<file path="src/rtl/meas_frame_tx.sv">
// meas_frame_tx: captures NUM_CH (fx, gate) counter pairs on data_ready and
// streams them as one framed byte packet over the tx_en / tx_done handshake.
// Frame: HDR0, HDR1, NUM_CH, {fx[ch] MSB-first, gate[ch] MSB-first}..., [checksum]
// Optional feature macro: FRAME_CHECKSUM_EN (appends a mod-256 sum byte).
module meas_frame_tx #(
  parameter int         NUM_CH = 2,
  parameter int         CNT_W  = 32,
  parameter logic [7:0] HDR0   = 8'hA5,
  parameter logic [7:0] HDR1   = 8'h5A
) (
  input  logic                    clk_sys,
  input  logic                    rst,
  input  logic                    data_ready,
  input  logic [NUM_CH*CNT_W-1:0] fx_cnt,
  input  logic [NUM_CH*CNT_W-1:0] gate_cnt,
  input  logic                    uart_tx_done,
  output logic                    uart_tx_en,
  output logic [7:0]              uart_tx_data,
  output logic                    busy,
  output logic [7:0]              drop_cnt
);

  localparam int BPC      = CNT_W / 8;          // bytes per counter
  localparam int DATA_LEN = NUM_CH * 2 * BPC;   // payload bytes
`ifdef FRAME_CHECKSUM_EN
  localparam int CSUM_LEN = 1;
`else
  localparam int CSUM_LEN = 0;
`endif
  localparam int FRAME_LEN = 3 + DATA_LEN + CSUM_LEN;
  localparam int IDX_W     = $clog2(FRAME_LEN);
  localparam logic [IDX_W-1:0] LAST_IDX = IDX_W'(FRAME_LEN - 1);

  localparam logic [1:0] IDLE = 2'd0;
  localparam logic [1:0] SEND = 2'd1;
  localparam logic [1:0] WAIT = 2'd2;

  logic [1:0]              state_reg;
  logic [IDX_W-1:0]        idx_reg;
  logic [NUM_CH*CNT_W-1:0] fx_reg;
  logic [NUM_CH*CNT_W-1:0] gate_reg;
  logic [7:0]              frame_bytes [FRAME_LEN];
  logic [IDX_W-1:0]        next_idx;
  logic [7:0]              next_byte;
  logic                    last_done;
  logic                    accept;
  logic                    reject;

  // Fixed header bytes of every frame.
  assign frame_bytes[0] = HDR0;
  assign frame_bytes[1] = HDR1;
  assign frame_bytes[2] = 8'(NUM_CH);

  // Payload byte map: per channel the fx bytes MSB-first, then the gate bytes.
  generate
    for (genvar gi = 0; gi < DATA_LEN; gi++) begin : g_data
      localparam int CH   = gi / (2 * BPC);
      localparam int POS  = gi % (2 * BPC);
      localparam int OFS  = CH * CNT_W + (BPC - 1 - (POS % BPC)) * 8;
      if (POS < BPC) begin : g_fx
        assign frame_bytes[3 + gi] = fx_reg[OFS +: 8];
      end else begin : g_gate
        assign frame_bytes[3 + gi] = gate_reg[OFS +: 8];
      end
    end
  endgenerate

`ifdef FRAME_CHECKSUM_EN
  localparam logic [IDX_W-1:0] FIRST_SUM_IDX = IDX_W'(2);
  localparam logic [IDX_W-1:0] LAST_SUM_IDX  = IDX_W'(2 + DATA_LEN);
  logic [7:0] sum_reg;

  assign frame_bytes[FRAME_LEN-1] = sum_reg;

  // Running sum of NUM_CH byte and payload, folded in as each byte is sent.
  always_ff @(posedge clk_sys or posedge rst) begin
    if (rst) begin
      sum_reg <= 8'h00;
    end else if (accept) begin
      sum_reg <= 8'h00;
    end else if (state_reg == SEND && idx_reg >= FIRST_SUM_IDX &&
                 idx_reg <= LAST_SUM_IDX) begin
      sum_reg <= sum_reg + uart_tx_data;
    end
  end
`endif

  assign next_idx  = idx_reg + IDX_W'(1);
  assign last_done = (state_reg == WAIT) && uart_tx_done && (idx_reg == LAST_IDX);
  // A new frame may start from IDLE or on the very edge the last byte finishes.
  assign accept    = data_ready && ((state_reg == IDLE) || last_done);
  assign reject    = data_ready && !accept;

  // Byte to present after the current one completes.
  always_comb begin
    next_byte = 8'h00;
    if (next_idx <= LAST_IDX) begin
      next_byte = frame_bytes[next_idx];
    end
  end

  // Frame sequencer: capture, present byte + one-cycle strobe, wait for done.
  always_ff @(posedge clk_sys or posedge rst) begin
    if (rst) begin
      state_reg    <= IDLE;
      idx_reg      <= '0;
      fx_reg       <= '0;
      gate_reg     <= '0;
      uart_tx_en   <= 1'b0;
      uart_tx_data <= 8'h00;
      busy         <= 1'b0;
    end else begin
      uart_tx_en <= 1'b0;
      if (accept) begin
        fx_reg       <= fx_cnt;
        gate_reg     <= gate_cnt;
        idx_reg      <= '0;
        uart_tx_data <= HDR0;
        uart_tx_en   <= 1'b1;
        busy         <= 1'b1;
        state_reg    <= SEND;
      end else begin
        case (state_reg)
          SEND: state_reg <= WAIT;
          WAIT: begin
            if (uart_tx_done) begin
              if (idx_reg == LAST_IDX) begin
                busy      <= 1'b0;
                state_reg <= IDLE;
              end else begin
                idx_reg      <= next_idx;
                uart_tx_data <= next_byte;
                uart_tx_en   <= 1'b1;
                state_reg    <= SEND;
              end
            end
          end
          default: state_reg <= IDLE;
        endcase
      end
    end
  end

  // Saturating count of data_ready pulses that arrived while a frame was busy.
  always_ff @(posedge clk_sys or posedge rst) begin
    if (rst) begin
      drop_cnt <= 8'h00;
    end else if (reject && drop_cnt != 8'hFF) begin
      drop_cnt <= drop_cnt + 8'd1;
    end
  end

endmodule
</file>
<file path="config.mk">
export PLATFORM = sky130hd
export DESIGN_NAME = meas_frame_tx
export DESIGN_NICKNAME = d
export VERILOG_FILES = /design/src/rtl/meas_frame_tx.sv
export SDC_FILE = /design/constraint.sdc
export NUM_CORES = 1
export LEC_CHECK = 0
export CAP_MARGIN = 20
export CORE_MARGIN = 2
export CORE_UTILIZATION = 56
export DETAILED_ROUTE_END_ITERATION = 6
export GPL_TIMING_DRIVEN = 0
export MAX_ROUTING_LAYER = met4
export PLACE_DENSITY = 0.83
export SETUP_SLACK_MARGIN = 0.15
export SLEW_MARGIN = 10
export SYNTH_ARGS = -nofsm -noshare
export SYNTH_HDL_FRONTEND = slang
export SYNTH_SLANG_ARGS = --single-unit
</file>
<file path="constraint.sdc">
create_clock -name clk_sys -period 14.1 [get_ports clk_sys]
set_clock_uncertainty 0.15 [all_clocks]
set_input_delay 2.82 -clock clk_sys [delete_from_list [all_inputs] [get_ports clk_sys]]
set_output_delay 2.82 -clock clk_sys [all_outputs]
set_load 0.01 [all_outputs]
</file>
After elaboration in Yosys (flattened, before gate mapping)
Index checks and enable logic that the tools add are counted.

word-level totals
  bits in registers = 153
  bits of input ports = 132
  output and inout bits = 18
  logic and storage cells = 56

cells by class
  add/sub/neg operators = 2
  magnitude comparators = 2
  equality and inequality tests = 6
  mux-type cells = 24
  bitwise logic cells = 1
  reductions and logical operators = 13

operators with widths
  operator               count
  $mux W8                7
  $bmux W8 S5            1
  $mux W5                4
  $mux W1                9
  $add A8 B1 Y8 const B  1
  $ne A8 B8 Y1 const B   1
  $ge A6 B6 Y1 const B   1
  $not A5 Y6             1
  $reduce_and A3 Y1      2
  $reduce_bool A2 Y1     3
  $add A5 B1 Y5 const B  1
  $eq A5 B5 Y1 const B   1
  $le A5 B5 Y1 const B   1
  $logic_and A1 B1 Y1    5
  $mux W2                2
  $pmux W2 S2            1
  $ne A3 B3 Y1 const B   1
  $eq A2 B1 Y1 const B   1
  $eq A2 B2 Y1 const B   1
  $logic_not A2 Y1       1
  $ne A2 B2 Y1 const B   1
  $logic_not A1 Y1       1
  $logic_or A1 B1 Y1     1

Longest topological paths before layout
Gate-level depths: netlist (run 1).

  depth in word-level cells = 10
  depth in mapped cells = 11
  mapped depth without buffers = 8

Worst setup path after synthesis (run 1)
OpenSTA, ideal clock, no wires.

  path kind = input-to-reg
  start = input data_ready
  end = register fx_reg[0]
  arrival = 3.734 ns
  data required time = 13.825 ns
  path slack = 10.091 ns
  cell stages on the path = 5
  buffers on the path = 2
  cell sequence = inv_1 -> nor3_4 -> buf_12 -> buf_12 -> mux2_4

between the ends
  cells in the longest elaborated chain, start to end = 1

ends and longest elaborated chain
  item                  line  text
  start, declared       13    input logic data_ready,
  $logic_and A1 B1 Y1   91    assign accept = data_ready && ((state_reg == IDLE) || last_done);
  end signal, assigned  115   fx_reg <= fx_cnt;
  end, declared         40    logic [NUM_CH*CNT_W-1:0] fx_reg;

No other way between the ends.
A chain may end at the register's enable or synchronous reset.

Worst setup path in the final report (run 1)
  start = input uart_tx_done
  end = register uart_tx_data[6]

between the ends
  cells in the longest elaborated chain, start to end = 6
  elaborated cells on any way between the ends = 9
  classes of those cells = 1 x eq/ne; 1 x mux; 7 x reduce/logical

ends and longest elaborated chain
  item                                                          line  text
  start, declared                                               16    input logic uart_tx_done,
  $logic_and A1 B1 Y1 (2 in series)                             89    assign last_done = (state_reg == WAIT) && uart_tx_done && (idx_reg == LAST_IDX);
  $logic_or A1 B1 Y1                                            91
  $logic_and A1 B1 Y1                                           91
  $ne A2 B2 Y1 (no line) or $reduce_bool A2 Y1 (tied branches)  -
  $reduce_and A3 Y1 (no line)                                   -
  end signal, assigned                                          132   uart_tx_data <= next_byte;
  end, declared                                                 18    output logic [7:0] uart_tx_data,

Parallel ways exist; a longest one is shown, timed or not.

==> results of run 1 <==
cell usage in the layout, fill, tap and decap left out, types with 11 or more instances in the layout:
cell type	synthesis	final
dfrtp_1	153	153
clkdlybuf4s50_1	0	149
mux2_4	101	101
nand2_1	38	38
a21oi_1	25	25
mux4_2	22	22
mux2_2	18	18
clkbuf_16	0	17
nor2_1	16	16
mux2_1	11	11
buf_12	11	11
o21ai_0	11	11
cells in the mapped netlist (all sizes together):
master,count,share of area [%]
clkinv,1,0.049
dfrtp,153,50
nor4bb,1,0.32
and2,2,0.16
a31o,1,0.11
mux2,130,24
a32oi,2,0.23
buf,31,4.7
o2111ai,1,0.11
a21oi,25,1.6
o2bb2ai,1,0.11
nor2,16,0.78
a31oi,1,0.081
nand2,38,1.9
o211ai,5,0.49
o22ai,2,0.16
o31ai,4,0.39
o21ai,11,0.71
a211o,1,0.11
or3,2,0.16
nand4bb,1,0.15
o41a,1,0.15
nor4,2,0.16
a21boi,1,0.15
nor3,2,0.28
o221a,1,0.15
and3,3,0.24
o221ai,3,0.34
mux2i,10,1.3
nand4,4,0.32
mux4,22,6.4
xnor2,9,1.2
inv,7,0.34
xor2,3,0.44
or3b,2,0.23
nand3,10,0.65
o32a,1,0.13
a311oi,2,0.23
nor2b,3,0.24
a221oi,2,0.23
ha,4,0.65
clkbuf,4,0.19
power by group:
part           internal [mW]  total (mW)  switching (mW)
logic                  0.638        1.10           0.462
registers              0.659       0.801           0.142
clock network          0.272       0.444           0.172
total                   1.57        2.35           0.777
metal layers:
metal / wire length (um) / vias up / share of wire, %
met4: 477 / 0 / 2.5
met2: 9309 / 185 / 49
met1: 8146 / 2567 / 43
li1: - / 2253 / -
met3: 1039 / 37 / 5.5
met5: 0 / - / 0
stage by stage:
stage	utilization, %	power [mW]	hold slack (ps)
CTS	75.07	2.350	335.7
finish	75.07	2.346	331.8
detailed placement	70.79	1.891	322.2
global placement	70.53	1.853	312.9
global route	75.07	2.461	343.9
floorplan	-	1.567	302.4
final cells by class:
class | instances | area [um^2] | area share (%)
sequential | 153 | 3829 | 38.21
timing repair buffer | 150 | 1519 | 15.16
clock inverter | 8 | 96.34 | 0.9615
buffer | 35 | 375.4 | 3.746
multi-input combinational | 329 | 3468 | 34.62
inverter | 8 | 37.54 | 0.3746
clock buffer | 22 | 474.2 | 4.733
tap | 176 | 220.2 | 2.198
worst min path at each step:
stage                               to         start  depth (start not counted)
final                     gate_reg[19]  gate_reg[19]                          1
after global routing      gate_reg[19]  gate_reg[19]                          1
after CTS                 gate_reg[19]  gate_reg[19]                          1
after detailed placement  gate_reg[19]  gate_reg[19]                          1
after global placement    gate_reg[14]  gate_reg[14]                          1
after floorplan            gate_reg[0]   gate_reg[0]                          1
logic make-up after synthesis:
group	count (synthesis)	synth area share [%]
AOI/OAI and AO/OA	65	5.507
xor gates and xnor gates	12	1.657
adders and majority gates	4	0.6498
buffers and inverters	43	5.263
DFF	153	49.71
muxes	162	31.66
and+or+nand+nor	86	5.556
critical path: stages:
cell and delay [ps]:
clkdlybuf4s50_1 590, nor2b_1 270, nand3_1 420, o41a_1 530, o31ai_1 70
==> flow_summary.json, run 1 <==
{
  "die_w_um": 121.3,
  "worstPathArrival_ps": 4710,
  "grt_overflow": 0,
  "synth_seq_cells": 153,
  "synth_area_um2": 7702,
  "use_met2_pct": 45.40,
  "rsz0062_at_grt": "false",
  "min_path_type": "reg -> reg",
  "path_class": "in -> reg",
  "start_kind": "primary input",
  "portBuffers": 149,
  "nFillCells": 877,
  "grt_pass1_wl_mm": 29.86,
  "wl_mm": 18.97,
  "busiest_layer": "met2",
  "die_area_um2": 14710,
  "num_antenna_cells": 0,
  "gp_congestion": 0.9062,
  "finalSetupViolations": 0,
  "maxCapViolCount": 0,
  "syn-num-nets": 661,
  "setup_tns_ps": 0,
  "hold_viol": 0,
  "postLayoutSetupSlackWorst_ps": 9558,
  "worstMarginPinSlew_ps": 809.5,
  "peakVddDrop_mv": 0.1150,
  "cts.hold.buffers_added": 0,
  "dr.pass1.iters": 5,
  "r2r-start": "idx_reg[0]",
  "antenna_found_initial": 0,
  "cts_resized": 0,
  "viasPerCell": 5.723,
  "grt_use_total_pct": 28.08,
  "die_h_um": 121.3,
  "ff2ff_path_depth": 10,
  "status": "completed",
  "grt_max_degree": 85,
  "reg2reg_slack_ps": 10630,
  "syn2layout_area_growth_pct": 30.08,
  "seq_area_frac_synth_pct": 49.71,
  "routedWlPerCell_um": 21.54,
  "vias": 5042,
  "cts_buffers": 17,
  "clock_sinks": 153,
  "critPathCaptureType": "flop",
  "synthCells": 525,
  "drive_gt1_share_pct": 30.07,
  "layout.nets": 830,
  "cp-startpoint": "uart_tx_done",
  "yosys_warnings": 0,
  "power_density_nw_per_um2": 234.1,
  "slew_headroom_pct": 45.57,
  "grtUsageMet3_pct": 5.122,
  "rows": 42,
  "finalMaxSlewViolations": 0,
  "clk_latency_ps": 420,
  "fin_crit_sh_pct": 32.21,
  "required_ps": 14260,
  "initial_core_util_pct": 57.71,
  "p_leak_nw": 4.322,
  "grt_pass1_vias": 5419,
  "fin_cells": 881,
  "final_area_um2": 10020,
  "cp-endpoint": "uart_tx_data[6]",
  "cts_tree": "done",
  "crit_fanout": 10,
  "cts_setup_buffers": 0,
  "drtAntennaViolNets": 0,
  "fmax_mhz": 220.2,
  "r2r_end": "uart_tx_data[4]",
  "period_minus_slack_ps": 4542,
  "clkTransAtPathRegs_ps": 60,
  "dpl_cell_area_um2": 9449,
  "dp_hpwl_mm": 13.53,
  "io_pins": 150,
  "cts_root_buf": "clkbuf_16",
  "placed_cells": 851,
  "gr-usage-met1_pct": 36.32,
  "first_iter_violations": 403,
  "coreArea_um2": 13350,
  "synth.distinct_cells": 51,
  "synth_area_per_cell_um2": 14.67,
  "clockBufferDepth": 2,
  "preCtsSetupSlack_ps": 9212,
  "htreeDepth": 4,
  "drc": 0
}
Note: power is estimated with default switching activity, not from simulation.
==> run 2: changes to the inputs <==
- CORE_UTILIZATION: 56 -> 47
- PLACE_DENSITY: 0.83 -> 0.74
- clock period: 14.1 -> 3.8 ns (I/O delays scaled with it)
==> flow_summary.json, run 2 (same netlist as run 1, synthesis figures left out) <==
{
  "layout.nets": 833,
  "worstPathArrival_ps": 3630,
  "vias": 4926,
  "dp_hpwl_mm": 13.98,
  "hold_viol": 0,
  "fin_crit_sh_pct": 92.15,
  "period_minus_slack_ps": 3502,
  "grt_pass1_wl_mm": 30.17,
  "drc": 0,
  "grt_overflow": 0,
  "min-delay-start": "gate_reg[14]",
  "drive_gt1_share_pct": 30.99,
  "worst_path_max_delay_cell": "mux4_2",
  "status": "completed",
  "preCtsSetupSlack_ps": 214.7,
  "initial_core_util_pct": 48.31,
  "final_common_cell": "dfrtp_1",
  "nFillCells": 1207,
  "layout_common_cells": "dfrtp_1, clkdlybuf4s50_1, mux2_4",
  "rows": 46,
  "r2r-start": "idx_reg[0]",
  "critPathCaptureType": "flop",
  "min_path_type": "reg -> reg",
  "cts_buffers": 17,
  "cts_setup_buffers": 0,
  "fmax_mhz": 285.6,
  "finalSetupViolations": 0,
  "slew_headroom_pct": 52.79,
  "io_pins": 150,
  "finalMaxSlewViolations": 0,
  "htreeDepth": 4,
  "viasPerCell": 5.320,
  "antenna_found_initial": 0,
  "final_core_util_pct": 63.47,
  "placed_cells": 894,
  "path_class": "reg -> reg",
  "gp_congestion": 0.9230,
  "clkTransAtPathRegs_ps": 60,
  "drtAntennaViolNets": 0,
  "cts_root_buf": "clkbuf_16",
  "peakVddDrop_mv": 0.3717,
  "start_kind": "flop",
  "num_antenna_cells": 0,
  "p_leak_nw": 4.336,
  "grt_use_total_pct": 23.20,
  "first_iter_violations": 339,
  "rsz0062_at_grt": "false",
  "max_stage_delay_ps": 550,
  "die_w_um": 132.0,
  "cts_tree": "done",
  "dpl_cell_area_um2": 9548,
  "clock_sinks": 153,
  "crit_fanout": 10,
  "wl_mm": 18.86,
  "cpMostUsedCell": "buf_2",
  "die_area_um2": 17430,
  "hold_ws_ps": 332.2,
  "final_area_um2": 10120,
  "routedWlPerCell_um": 20.37,
  "portBuffers": 149,
  "fin_cells": 926,
  "grt_max_degree": 41,
  "postLayoutSetupSlackWorst_ps": 298.4,
  "coreArea_um2": 15940,
  "die_h_um": 132.0,
  "power_density_nw_per_um2": 856.3,
  "grt_pass1_vias": 5368,
  "required_ps": 3930,
  "maxCapViolCount": 0,
  "crit_chain": "buf_2 > clkinvlp_4 > ha_1 > buf_2 > buf_6 > mux4_2 > nand2_1 > a21oi_1 > a311oi_1 > o221ai_1",
  "worstMarginPinSlew_ps": 702.1,
  "clockBufferDepth": 2,
  "cts_resized": 0,
  "cp-startpoint": "idx_reg[0]",
  "syn2layout_area_growth_pct": 31.37,
  "cts.hold.buffers_added": 0,
  "clk_latency_ps": 420,
  "dr.pass1.iters": 4
}
-- run 2: cell types whose count changed in the layout (fill, tap and decap cells not counted), moves of 2 or more --
cell,change
clkbuf_1,-2
buf_12,+4
clkinvlp_4,+4
clkinv_2,+2
-- run 2: layer usage --
metal	GRT usage [%]	vias to the layer above	share of wire (%)
met2	36.14	172	49
met4	8.092	0	2.3
met5	-	-	0
met1	30.65	2472	44
met3	4.344	27	5.1
li1	-	2255	-
-- run 2: worst paths after layout --
path | to | slack [ps] | cells past startpoint
worst min-delay path | gate_reg[14] | 330 | 1
worst min register to register | gate_reg[14] | 330 | 1
worst max register to register | uart_tx_data[3] | 300 | 10
worst max-delay path | uart_tx_data[3] | 300 | 10
min in group asynchronous | idx_reg[0] | 510 | 2
max in group asynchronous | fx_reg[45] | 2220 | 4
-- run 2: cell type report --
| cell class | count | area [um^2] | area share [%] |
|---|---|---|---|
| timing repair buffer | 153 | 1572 | 15.53 |
| sequential | 153 | 3829 | 37.84 |
| clock inverter | 12 | 100.1 | 0.9892 |
| inverter | 8 | 37.54 | 0.3710 |
| clock buffer | 20 | 466.7 | 4.612 |
| tap | 216 | 270.3 | 2.671 |
| buffer | 35 | 375.4 | 3.710 |
| multi-input combinational | 329 | 3468 | 34.28 |
-- run 2: through the flow --
step | TNS [ps] | power [mW]
after global placement | -39100 | 6.903
after global routing | 0 | 9.116
after detailed placement | 0 | 7.058
final | 0 | 8.664
after CTS | 0 | 8.718
after floorplan | 0 | 5.815
-- run 2: critical path, delay by kind of cell, from the launching register on --
kind	cells	cell delay, ps
compound gates	3	690
fa+ha+maj	1	360
buf+inv	4	1120
flops	1	380
mux	1	550
simple gates	1	110
-- run 2: where the power goes --
part	total [mW]	switching, mW	internal [mW]
Sequential	2.95	0.507	2.45
Combinational	4.10	1.73	2.38
Clock	1.61	0.661	0.947
